--- src/rtl/uart_pkg.sv ---
// uart_pkg
//   Shared definitions for the UART transmit arbiter: serializer state
//   encoding, frame geometry, default oversampling factor, and the
//   round-robin pick used by the arbiter.
package uart_pkg;

  localparam int UART_DATA_BITS  = 8;
  localparam int UART_FRAME_BITS = 10;
  localparam int UART_OVERSAMPLE = 16;
  localparam int UART_NUM_REQ    = 2;

  typedef enum logic [1:0] {
    IDLE  = 2'd0,
    START = 2'd1,
    DATA  = 2'd2,
    STOP  = 2'd3
  } uart_tx_state_e;

  // Two-way round robin: on a tie the source that did not win last time
  // goes next; otherwise whichever source has data.
  function automatic logic rr_pick(input logic [1:0] nonempty, input logic last_grant);
    logic pick;
    if (&nonempty) pick = ~last_grant;
    else           pick = nonempty[1];
    return pick;
  endfunction

endpackage

--- src/rtl/byte_fifo.sv ---
// byte_fifo
//   Synchronous byte FIFO, DEPTH entries (power of two, >= 2).
//   Ports:
//     clk, Rst    clock, asynchronous active-high reset (flushes contents)
//     push, din   write strobe and data; ignored while full
//     pop         read strobe; ignored while empty
//     dout        head-of-queue byte (combinational read)
//     full/empty  status derived from the registered count
//     count       occupancy, clog2(DEPTH)+1 bits
module byte_fifo #(
  parameter int DEPTH = 4
) (
  input  logic                     clk,
  input  logic                     Rst,
  input  logic                     push,
  input  logic [7:0]               din,
  input  logic                     pop,
  output logic [7:0]               dout,
  output logic                     full,
  output logic                     empty,
  output logic [$clog2(DEPTH):0]   count
);

  localparam int AW = $clog2(DEPTH);
  localparam int CW = AW + 1;

  logic [7:0]    r_mem [DEPTH];
  logic [AW-1:0] r_wr_ptr;
  logic [AW-1:0] r_rd_ptr;
  logic [CW-1:0] r_count;
  logic          w_push;
  logic          w_pop;

  assign full  = (r_count == CW'(DEPTH));
  assign empty = (r_count == '0);
  assign count = r_count;
  assign dout  = r_mem[r_rd_ptr];

  assign w_push = push & ~full;
  assign w_pop  = pop & ~empty;

  // Storage is not reset; only the pointers and count define validity.
  always_ff @(posedge clk) begin
    if (w_push) r_mem[r_wr_ptr] <= din;
  end

  // Pointers are exactly AW bits wide, so they wrap modulo DEPTH.
  always_ff @(posedge clk or posedge Rst) begin
    if (Rst) begin
      r_wr_ptr <= '0;
      r_rd_ptr <= '0;
      r_count  <= '0;
    end else begin
      if (w_push) r_wr_ptr <= r_wr_ptr + 1'b1;
      if (w_pop)  r_rd_ptr <= r_rd_ptr + 1'b1;
      case ({w_push, w_pop})
        2'b10:   r_count <= r_count + 1'b1;
        2'b01:   r_count <= r_count - 1'b1;
        default: r_count <= r_count;
      endcase
    end
  end

endmodule

--- src/rtl/uart_tx_arbiter.sv ---
// uart_tx_arbiter
//   Shares one UART tx line between two byte sources (0: MMIO data
//   register, 1: debug/bootloader echo). Each source feeds its own
//   byte_fifo; a round-robin arbiter loads the shift register while idle
//   and an 8N1 serializer paced by a 16x baud tick drives the line.
//   Ports:
//     clk, Rst               system clock, asynchronous active-high reset
//     baud_tick              one-clk pulse at OVERSAMPLE x baud
//     reqN_valid/data/ready  per-source byte push, ready = FIFO not full
//     tx                     serial line, idle high, registered
//     busy                   frame in progress
//     grant_id               source of the current/last frame
//     done                   one-clk pulse when the stop bit ends
module uart_tx_arbiter
  import uart_pkg::*;
#(
  parameter int DEPTH      = 4,
  parameter int OVERSAMPLE = UART_OVERSAMPLE
) (
  input  logic       clk,
  input  logic       Rst,
  input  logic       baud_tick,
  input  logic       req0_valid,
  input  logic [7:0] req0_data,
  output logic       req0_ready,
  input  logic       req1_valid,
  input  logic [7:0] req1_data,
  output logic       req1_ready,
  output logic       tx,
  output logic       busy,
  output logic       grant_id,
  output logic       done
);

  localparam int CW = $clog2(DEPTH) + 1;
  localparam int TW = (OVERSAMPLE > 1) ? $clog2(OVERSAMPLE) : 1;
  localparam int NR = UART_NUM_REQ;

  // ---------------------------------------------------------------
  // Per-source FIFOs
  // ---------------------------------------------------------------
  logic [NR-1:0]         w_valid;
  logic [NR-1:0][7:0]    w_din;
  logic [NR-1:0][7:0]    w_dout;
  logic [NR-1:0]         w_push;
  logic [NR-1:0]         w_pop;
  logic [NR-1:0]         w_full;
  logic [NR-1:0]         w_empty;
  logic [NR-1:0][CW-1:0] w_count;

  assign w_valid = {req1_valid, req0_valid};
  assign w_din   = {req1_data, req0_data};
  assign w_push  = w_valid & ~w_full;

  assign req0_ready = ~w_full[0];
  assign req1_ready = ~w_full[1];

  for (genvar g = 0; g < NR; g++) begin : g_fifo
    byte_fifo #(.DEPTH(DEPTH)) u_fifo (
      .clk   (clk),
      .Rst   (Rst),
      .push  (w_push[g]),
      .din   (w_din[g]),
      .pop   (w_pop[g]),
      .dout  (w_dout[g]),
      .full  (w_full[g]),
      .empty (w_empty[g]),
      .count (w_count[g])
    );
  end

  // ---------------------------------------------------------------
  // Arbiter + serializer FSM
  // ---------------------------------------------------------------
  uart_tx_state_e r_state;
  uart_tx_state_e w_state_nxt;
  logic [TW-1:0]  r_tick_cnt;
  logic [2:0]     r_bit_idx;
  logic [7:0]     r_shift;
  logic           r_tx;
  logic           r_grant_id;
  logic           r_last_grant;
  logic           r_done;

  logic           w_tick_wrap;
  logic           w_grant_fire;
  logic           w_gnt;
  logic [NR-1:0]  w_nonempty;

  assign w_nonempty  = ~w_empty;
  assign w_tick_wrap = baud_tick && (r_tick_cnt == TW'(OVERSAMPLE - 1));

  always_comb begin
    w_state_nxt  = r_state;
    w_pop        = '0;
    w_grant_fire = 1'b0;
    w_gnt        = r_grant_id;
    case (r_state)
      IDLE: begin
        if (|w_nonempty) begin
          w_grant_fire = 1'b1;
          w_gnt        = rr_pick(w_nonempty, r_last_grant);
          w_pop[w_gnt] = 1'b1;
          w_state_nxt  = START;
        end
      end
      START: if (w_tick_wrap) w_state_nxt = DATA;
      DATA:  if (w_tick_wrap && (r_bit_idx == 3'(UART_DATA_BITS - 1))) w_state_nxt = STOP;
      STOP:  if (w_tick_wrap) w_state_nxt = IDLE;
      default: w_state_nxt = IDLE;
    endcase
  end

  always_ff @(posedge clk or posedge Rst) begin
    if (Rst) begin
      r_state      <= IDLE;
      r_tick_cnt   <= '0;
      r_bit_idx    <= '0;
      r_shift      <= '0;
      r_tx         <= 1'b1;
      r_grant_id   <= 1'b0;
      r_last_grant <= 1'b1;
      r_done       <= 1'b0;
    end else begin
      r_state <= w_state_nxt;
      r_done  <= (r_state == STOP) && w_tick_wrap;

      // Line follows the state one clk later, so the start bit appears on
      // the edge after the grant.
      case (r_state)
        START:   r_tx <= 1'b0;
        DATA:    r_tx <= r_shift[0];
        default: r_tx <= 1'b1;
      endcase

      if (w_grant_fire) begin
        r_shift      <= w_dout[w_gnt];
        r_grant_id   <= w_gnt;
        r_last_grant <= w_gnt;
      end else if ((r_state == DATA) && w_tick_wrap) begin
        r_shift <= r_shift >> 1;
      end

      // Ticks are counted only while a frame is in flight; every state
      // change restarts the count.
      if (w_state_nxt != r_state)                  r_tick_cnt <= '0;
      else if (w_tick_wrap)                        r_tick_cnt <= '0;
      else if ((r_state != IDLE) && baud_tick)     r_tick_cnt <= r_tick_cnt + 1'b1;

      if (r_state != DATA)  r_bit_idx <= '0;
      else if (w_tick_wrap) r_bit_idx <= r_bit_idx + 1'b1;
    end
  end

  assign tx       = r_tx;
  assign busy     = (r_state != IDLE);
  assign grant_id = r_grant_id;
  assign done     = r_done;

endmodule

--- config.mk ---
export PLATFORM = sky130hd
export DESIGN_NAME = uart_tx_arbiter
export DESIGN_NICKNAME = d
export VERILOG_FILES = /design/src/rtl/uart_pkg.sv /design/src/rtl/byte_fifo.sv /design/src/rtl/uart_tx_arbiter.sv
export SDC_FILE = /design/constraint.sdc
export NUM_CORES = 1
export LEC_CHECK = 0
export BUFFER_PORTS_ARGS = -buffer_cell sky130_fd_sc_hd__buf_2
export CAP_MARGIN = 20
export CELL_PAD_IN_SITES_DETAIL_PLACEMENT = 0
export CELL_PAD_IN_SITES_GLOBAL_PLACEMENT = 1
export CORE_UTILIZATION = 51
export CTS_CLUSTER_DIAMETER = 100
export DETAILED_ROUTE_END_ITERATION = 10
export GPL_TIMING_DRIVEN = 0
export HOLD_SLACK_MARGIN = 0.05
export MAX_ROUTING_LAYER = met4
export PLACE_DENSITY = 0.89
export SYNTH_ARGS = -nofsm -noshare
export SYNTH_HDL_FRONTEND = slang
export SYNTH_SLANG_ARGS = --single-unit
--- constraint.sdc ---
create_clock -name clk -period 3.2 [get_ports clk]
set_clock_uncertainty 0.1 [all_clocks]
set_input_delay 0.32 -clock clk [delete_from_list [all_inputs] [get_ports clk]]
set_output_delay 0.32 -clock clk [all_outputs]
set_load 0.05 [all_outputs]
# After elaboration in Yosys (flattened, before gate mapping)
# Memory sizes are Yosys's and may differ from the RTL's.
# Cells that the tools add are included.
# word_totals
reg_bits	35
ram_bits	64
input_bits	21
out_inout_bits	6
elab_cells	103
n_memories	2
# classes
add_sub_neg	10
n_lt_le_gt_ge	3
n_eq_ne	13
muxes	32
bitwise_logic	12
reduce_logical	17
# memory_table
memory	words	width	rd	rd_clocked_by_memory_dff	wr	line	rtl
g_fifo[0].u_fifo.r_mem	4	8	1	0	1	byte_fifo.sv:27	logic [7:0] r_mem [DEPTH];
g_fifo[1].u_fifo.r_mem	4	8	1	0	1	byte_fifo.sv:27	
# ops
operator	count
$mux 8	4
$mux 1	12
$mux 2	6
$mux 4	3
$pmux 3 s2	2
$reduce_bool 2->1	5
$add 3x1->3 const B	3
$eq 3x3->1 const B	3
$add 2x1->2 const B	4
$eq 2x2->1 const B	4
$pmux 2 s4	1
$eq 2x1->1 const B	3
$logic_and 1x1->1	6
$logic_not 3->1	2
$mux 3	2
$sub 3x1->3 const B	2
$not 1->1	5
$add 4x1->4 const B	1
$and 1x1->1	4
$eq 4x4->1 const B	1
$lt 1x2->1 const B	2
$not 2->2	2
$reduce_bool 3->1	1
$and 2x2->2	1
8 further kinds	8

# Depth between registers and ports, before layout
# depth
depth_word	15
mapped_depth	11

# Cells and area by module
# From an unflattened synthesis, not the netlist that was laid out.
# unflattened
cells_unflattened	272
area_unflattened_um2	4290.4
# by_module_without_submodules
mod	n_inst	cells_each	area_each_um2	seq_area_each_um2
byte_fifo	2	80	1596.5	1136.1
uart_tx_arbiter	1	112	1097.3	528.0

# Worst setup path after synthesis
# OpenSTA, ideal clock, no wires.
# synth_path
path_type	flip-flop to flip-flop
start	reg g_fifo[1].u_fifo.r_count[0]
end	reg g_fifo[1].u_fifo.r_count[2]
setup_ps	79
arrival_time_ps	2354
required_time_ps	3021
slack_ps	667
path_stages_with_launch	11
period_less_slack_ps	2533
cell_sequence	dfrtp_1 inv_1 nand3_1 and2_1 inv_1 ha_1 inv_1 fa_1 xor2_1 nor2_1 xor2_1
# synth_via
elab_cells_between_ends	27
cone_classes	add/sub: 2; order compare: 2; eq/ne: 3; mux: 8; bitwise: 7; reduce/logical: 5
# synth_lines
item	line	rtl
start, declared	byte_fifo.sv:30	logic [CW-1:0] r_count;
start signal, assigned	byte_fifo.sv:57	2'b10: r_count <= r_count + 1'b1;
start signal, assigned	byte_fifo.sv:58	2'b01: r_count <= r_count - 1'b1;
start signal, assigned	byte_fifo.sv:59	default: r_count <= r_count;
$eq 3x3->1 *	byte_fifo.sv:34	assign full = (r_count == CW'(DEPTH));
$not 1->1 *	-	
named net req1_ready	uart_tx_arbiter.sv:28	output logic req1_ready,
$and 1x1->1 *	byte_fifo.sv:39	assign w_push = push & ~full;
$eq 2x1->1 or $eq 2x2->1 (tied branches)	byte_fifo.sv:56	case ({w_push, w_pop})
$pmux 3 s2 or $reduce_bool 2->1 (tied branches)	-	
# The timed path passes the listed nets; every way through them passes the cells marked *. The select of a mux whose other input is x is not followed.
# A chain may end at the register's enable or synchronous reset.

# Final worst setup path
# layout_path
start	reg g_fifo[0].u_fifo.r_count[2]
end	reg g_fifo[1].u_fifo.r_count[2]
# layout_via
elab_chain_len	15
elab_cells_between_ends	19
cone_classes	order compare: 2; eq/ne: 2; mux: 8; bitwise: 2; reduce/logical: 5
# layout_lines
item	line	rtl
start, declared	byte_fifo.sv:30	
start signal, assigned	byte_fifo.sv:57	
start signal, assigned	byte_fifo.sv:58	
start signal, assigned	byte_fifo.sv:59	
$logic_not 3->1 *	byte_fifo.sv:35	assign empty = (r_count == '0);
$not 2->2 *	uart_tx_arbiter.sv:90	assign w_nonempty = ~w_empty;
$reduce_and 2->1	uart_pkg.sv:23	if (&nonempty) pick = ~last_grant;
$mux 1	uart_pkg.sv:23	
$mux 1	uart_tx_arbiter.sv:100	if (|w_nonempty) begin
$mux 1	uart_tx_arbiter.sv:98	case (r_state)
$lt 1x2->1 (not written as such) or $ge 1x1->1 (tied branches)	uart_tx_arbiter.sv:103	w_pop[w_gnt] = 1'b1;
$logic_and 1x1->1 (not written as such)	uart_tx_arbiter.sv:103	
$mux 1 (not written as such)	uart_tx_arbiter.sv:103	
$demux 1 s1	uart_tx_arbiter.sv:103	
$mux 2 *	uart_tx_arbiter.sv:100	
$mux 2 *	uart_tx_arbiter.sv:98	
$and 1x1->1 *	byte_fifo.sv:40	assign w_pop = pop & ~empty;
named net g_fifo[1].u_fifo.w_pop	byte_fifo.sv:32	logic w_pop;
$eq 2x1->1 or $eq 2x2->1 (tied branches)	byte_fifo.sv:56	
$pmux 3 s2 or $reduce_bool 2->1 (tied branches)	-	
# Marked as above.

==> impl_metrics.py <==
metrics = {
    "run_status": {
        "outcome": "complete, no violations",
    },
    "finish": {
        "nNetsFinal": 349,
        "diodes": 0,
        "regArea_um2": 2800,
        "final_area_um2": 4753,
        "syn_to_final_growth_pct": 12.00,
        "nFillCells": 581,
        "final_cell_count_no_fill": 420,
        "multi_input_area_um2": 1318,
        "drive_gt1_share_pct": 23.58,
    },
    "sta": {
        "hold_viol": 0,
        "final.min_clock_period_ns": 2.436,
        "setup_slack_ns": 0.7642,
        "finalSetupViolCount": 0,
        "tns_ns": 0,
        "min_period_over_period_pct": 76.12,
        "worst_pin_slew_ns": 0.5608,
        "rsz0062_at_grt": "no",
        "slew_headroom_pct": 62.62,
        "drv_slew": 0,
        "max_freq_mhz": 410.5,
    },
    "grt": {
        "antenna_found_initial": 0,
        "grt_pass1_vias": 2436,
        "grt_max_degree": 25,
        "grt_pass1_wl_um": 11960,
        "grt-ovfl-total": 0,
        "grt_usage_pct": 19.20,
    },
    "clock_network": {
        "clock_path_buffers": 2,
        "root_buffer": "clkbuf_8",
        "cts_tree": "built",
        "postCtsResizedCells": 0,
        "cts_buffers": 9,
        "clkTransAtPathRegs_ns": 0.10,
        "cts.sinks": 99,
        "clock_latency_ns": 0.36,
        "htreeDepth": 3,
    },
    "power": {
        "seqPwrFrac_pct": 46.2,
        "p_comb_share_pct": 34.1,
        "intPower_mw": 2.752,
        "power_density_nw_per_um2": 880.6,
        "p_leak_nw": 1.878,
        "sw_frac_of_total_pct": 34.26,
        "pwr-share-clk_pct": 19.7,
        "p_switching_mw": 1.434,
        "peakVddDrop_mv": 0.3879,
    },
    "synthesis": {
        "synth-xor-area-share_pct": 3.302,
        "ys_async_sr_fraction_pct": 35.35,
        "synth_mux_area_share_pct": 9.257,
        "yosysSeqAreaShare_pct": 65.98,
        "ys_ff_latch": 99,
        "synth_top_family_by_area": "multiplexers",
        "synth_compound_area_share_pct": 6.604,
        "synth_ff_type": "edfxtp_1",
        "synth_nets": 309,
        "synth-simple-area-share_pct": 7.105,
        "syn_inst": 273,
        "ys_types": 41,
        "yosysWarningCount": 0,
        "syn_area_per_cell_um2": 15.55,
        "synthAdderAreaFrac_pct": 4.776,
        "synth_edf_count": 64,
        "netlist_area_um2": 4244,
    },
    "critical_path": {
        "crit_buf_inv": 3,
        "critPathLaunchType": "flip-flop",
        "path_class": "reg2reg",
        "cp_slowest_stage_delay_ns": 0.44,
        "reg2reg_depth": 10,
        "arrival_ns": 2.63,
        "cp_cell_sequence": "o31ai_1 > nand3_2 > inv_2 > buf_6 > ha_1 > inv_1 > fa_1 > xor2_1 > nor2_1 > xor2_1",
        "slowest_stage": "dfrtp_1",
        "worstReg2RegEnd": "g_fifo[1].u_fifo.count[2]",
        "cpLargestDelayFamily": "adder cells",
        "timing.rr.start": "g_fifo[0].u_fifo.count[2]",
        "r2r_slack_ns": 0.76,
        "cpMostUsedCell": "xor2_1",
        "required_ns": 3.39,
        "end_kind": "flip-flop",
        "crit_fanout": 10,
    },
    "placed_design": {
        "gp_congestion": 0.7662,
        "port_buffers": 26,
        "place_ws_ns": 0.7337,
        "hpwl_um": 4983,
        "dp_cells": 402,
        "placed_cell_area_um2": 4529,
    },
    "worst_hold_path": {
        "holdPathEnd": "g_fifo[0].u_fifo.r_mem[3][2]",
        "hp-start": "req0_data[2]",
        "hold_class": "in2reg",
        "hold_depth": 1,
    },
    "floorplan": {
        "core-area_um2": 7888,
        "fp.dieW_um": 93.23,
        "ios": 27,
        "start_util_pct": 53.81,
        "die_y_um": 93.23,
        "rows": 32,
        "dieArea_um2": 8691,
    },
    "route": {
        "drt-total-wl_um": 7132,
        "wl_per_cell_um": 16.98,
        "via_per_inst": 5.498,
        "detail_route.first_pass.iterations": 5,
        "route.vias.total": 2309,
        "drc_errors": 0,
        "drt_iter0_markers": 132,
        "drtAntennaViolNets": 0,
    },
    "job": {
        "drv_cap": 0,
    },
}
cells in the mapped netlist, types with 3 or more instances:
master | count | area [um2]
dfrtp_1 | 33 | 825.8
o21ai_0 | 12 | 60.06
buf_2 | 5 | 25.02
a2bb2oi_1 | 7 | 61.31
inv_1 | 15 | 56.30
nand3_1 | 5 | 25.02
a21oi_1 | 4 | 20.02
nor2_1 | 9 | 33.78
ha_1 | 13 | 162.7
o32ai_1 | 7 | 61.31
and3_1 | 15 | 93.84
mux4_2 | 16 | 360.4
edfxtp_1 | 64 | 1922
xor2_1 | 6 | 52.55
clkbuf_1 | 3 | 11.26
nand2_1 | 15 | 56.30
xnor2_1 | 10 | 87.58
flip-flops by register name, summed over array words and instances (netlist names):
register                cells
r_shift                     8
tx                          1
g_fifo.u_fifo.r_mem        64
g_fifo.u_fifo.r_wr_ptr      4
done                        1
r_state                     2
g_fifo.u_fifo.count         6
r_tick_cnt                  4
grant_id                    1
r_bit_idx                   3
g_fifo.u_fifo.r_rd_ptr      4
r_last_grant                1
kinds of logic after synthesis:
family	Yosys count
compound gates	39
xor+xnor	16
fa+ha+maj	15
buf+inv	27
flops	99
mux	19
simple gates	58
final cells by class:
class	count	area share, %
multi-input combinational	147	27.72
clock buffer	9	2.606
timing repair buffer	29	3.738
tap	102	2.685
sequential	99	58.91
clock inverter	7	1.685
inverter	16	1.263
buffer	11	1.395
what timing repair did:
action	in CTS	in global routing
hold endpoints to repair	10	4
buffers inserted	0	0
hold buffers	1	1
power groups by stage:
stage | logic [mW] | clock network (mW) | registers [mW]
3_5_place_dp | 1.45 | 0 | 1.96
5_1_grt | 1.60 | 0.901 | 1.97
3_3_place_gp | 1.39 | 0 | 1.94
6_report | 1.43 | 0.825 | 1.93
4_1_cts | 1.45 | 0.843 | 1.94
2_1_floorplan | 1.08 | 0 | 1.94
worst max path at each step:
stage	from	endpoint	slack, ns	depth (start not counted)
4_1_cts	g_fifo[0].u_fifo.count[2]	g_fifo[1].u_fifo.count[2]	0.73	10
2_1_floorplan	g_fifo[1].u_fifo.count[0]	g_fifo[1].u_fifo.count[2]	0.67	10
6_report	g_fifo[0].u_fifo.count[2]	g_fifo[1].u_fifo.count[2]	0.76	10
3_3_place_gp	g_fifo[0].u_fifo.count[2]	g_fifo[1].u_fifo.count[2]	0.82	10
3_5_place_dp	g_fifo[0].u_fifo.count[2]	g_fifo[1].u_fifo.count[2]	0.73	10
5_1_grt	g_fifo[0].u_fifo.count[2]	g_fifo[1].u_fifo.count[2]	0.59	10
cell usage in the layout, fill, tap and decap left out, drive strengths merged, types with 2 or more instances in the layout:
master       count
a21boi           2
a21oi            4
a2bb2oi          7
and2             2
and3            15
buf             35
clkbuf          12
dfrtp           33
dfstp            2
dlygate4sd3      2
edfxtp          64
fa               2
ha              13
inv             21
mux2             2
mux4            16
nand2           15
nand2b           2
nand3            6
nand4            2
nor2             9
nor3             2
o21ai           13
o31ai            2
o32ai            7
or3              2
xnor2           10
xor2             6
layer usage:
layer | vias up | part of all wire [%] | GRT usage [%]
li1 | 1105 | - | -
met1 | 1147 | 46 | 24.31
met2 | 50 | 50 | 31.50
met3 | 7 | 3.0 | 3.496
met4 | 0 | 1.2 | 6.538
met5 | - | 0 | -
stage by stage:
stage / total power, mW / hold WS, ns / utilization [%]
2_1_floorplan: 3.027 / 0.3189 / -
3_3_place_gp: 3.330 / 0.3635 / 57.07
3_5_place_dp: 3.407 / 0.2962 / 57.42
4_1_cts: 4.235 / 0.05446 / 60.14
5_1_grt: 4.471 / 0.05500 / 60.26
6_report: 4.186 / 0.06300 / 60.26
(Power assumes the default switching activity.)
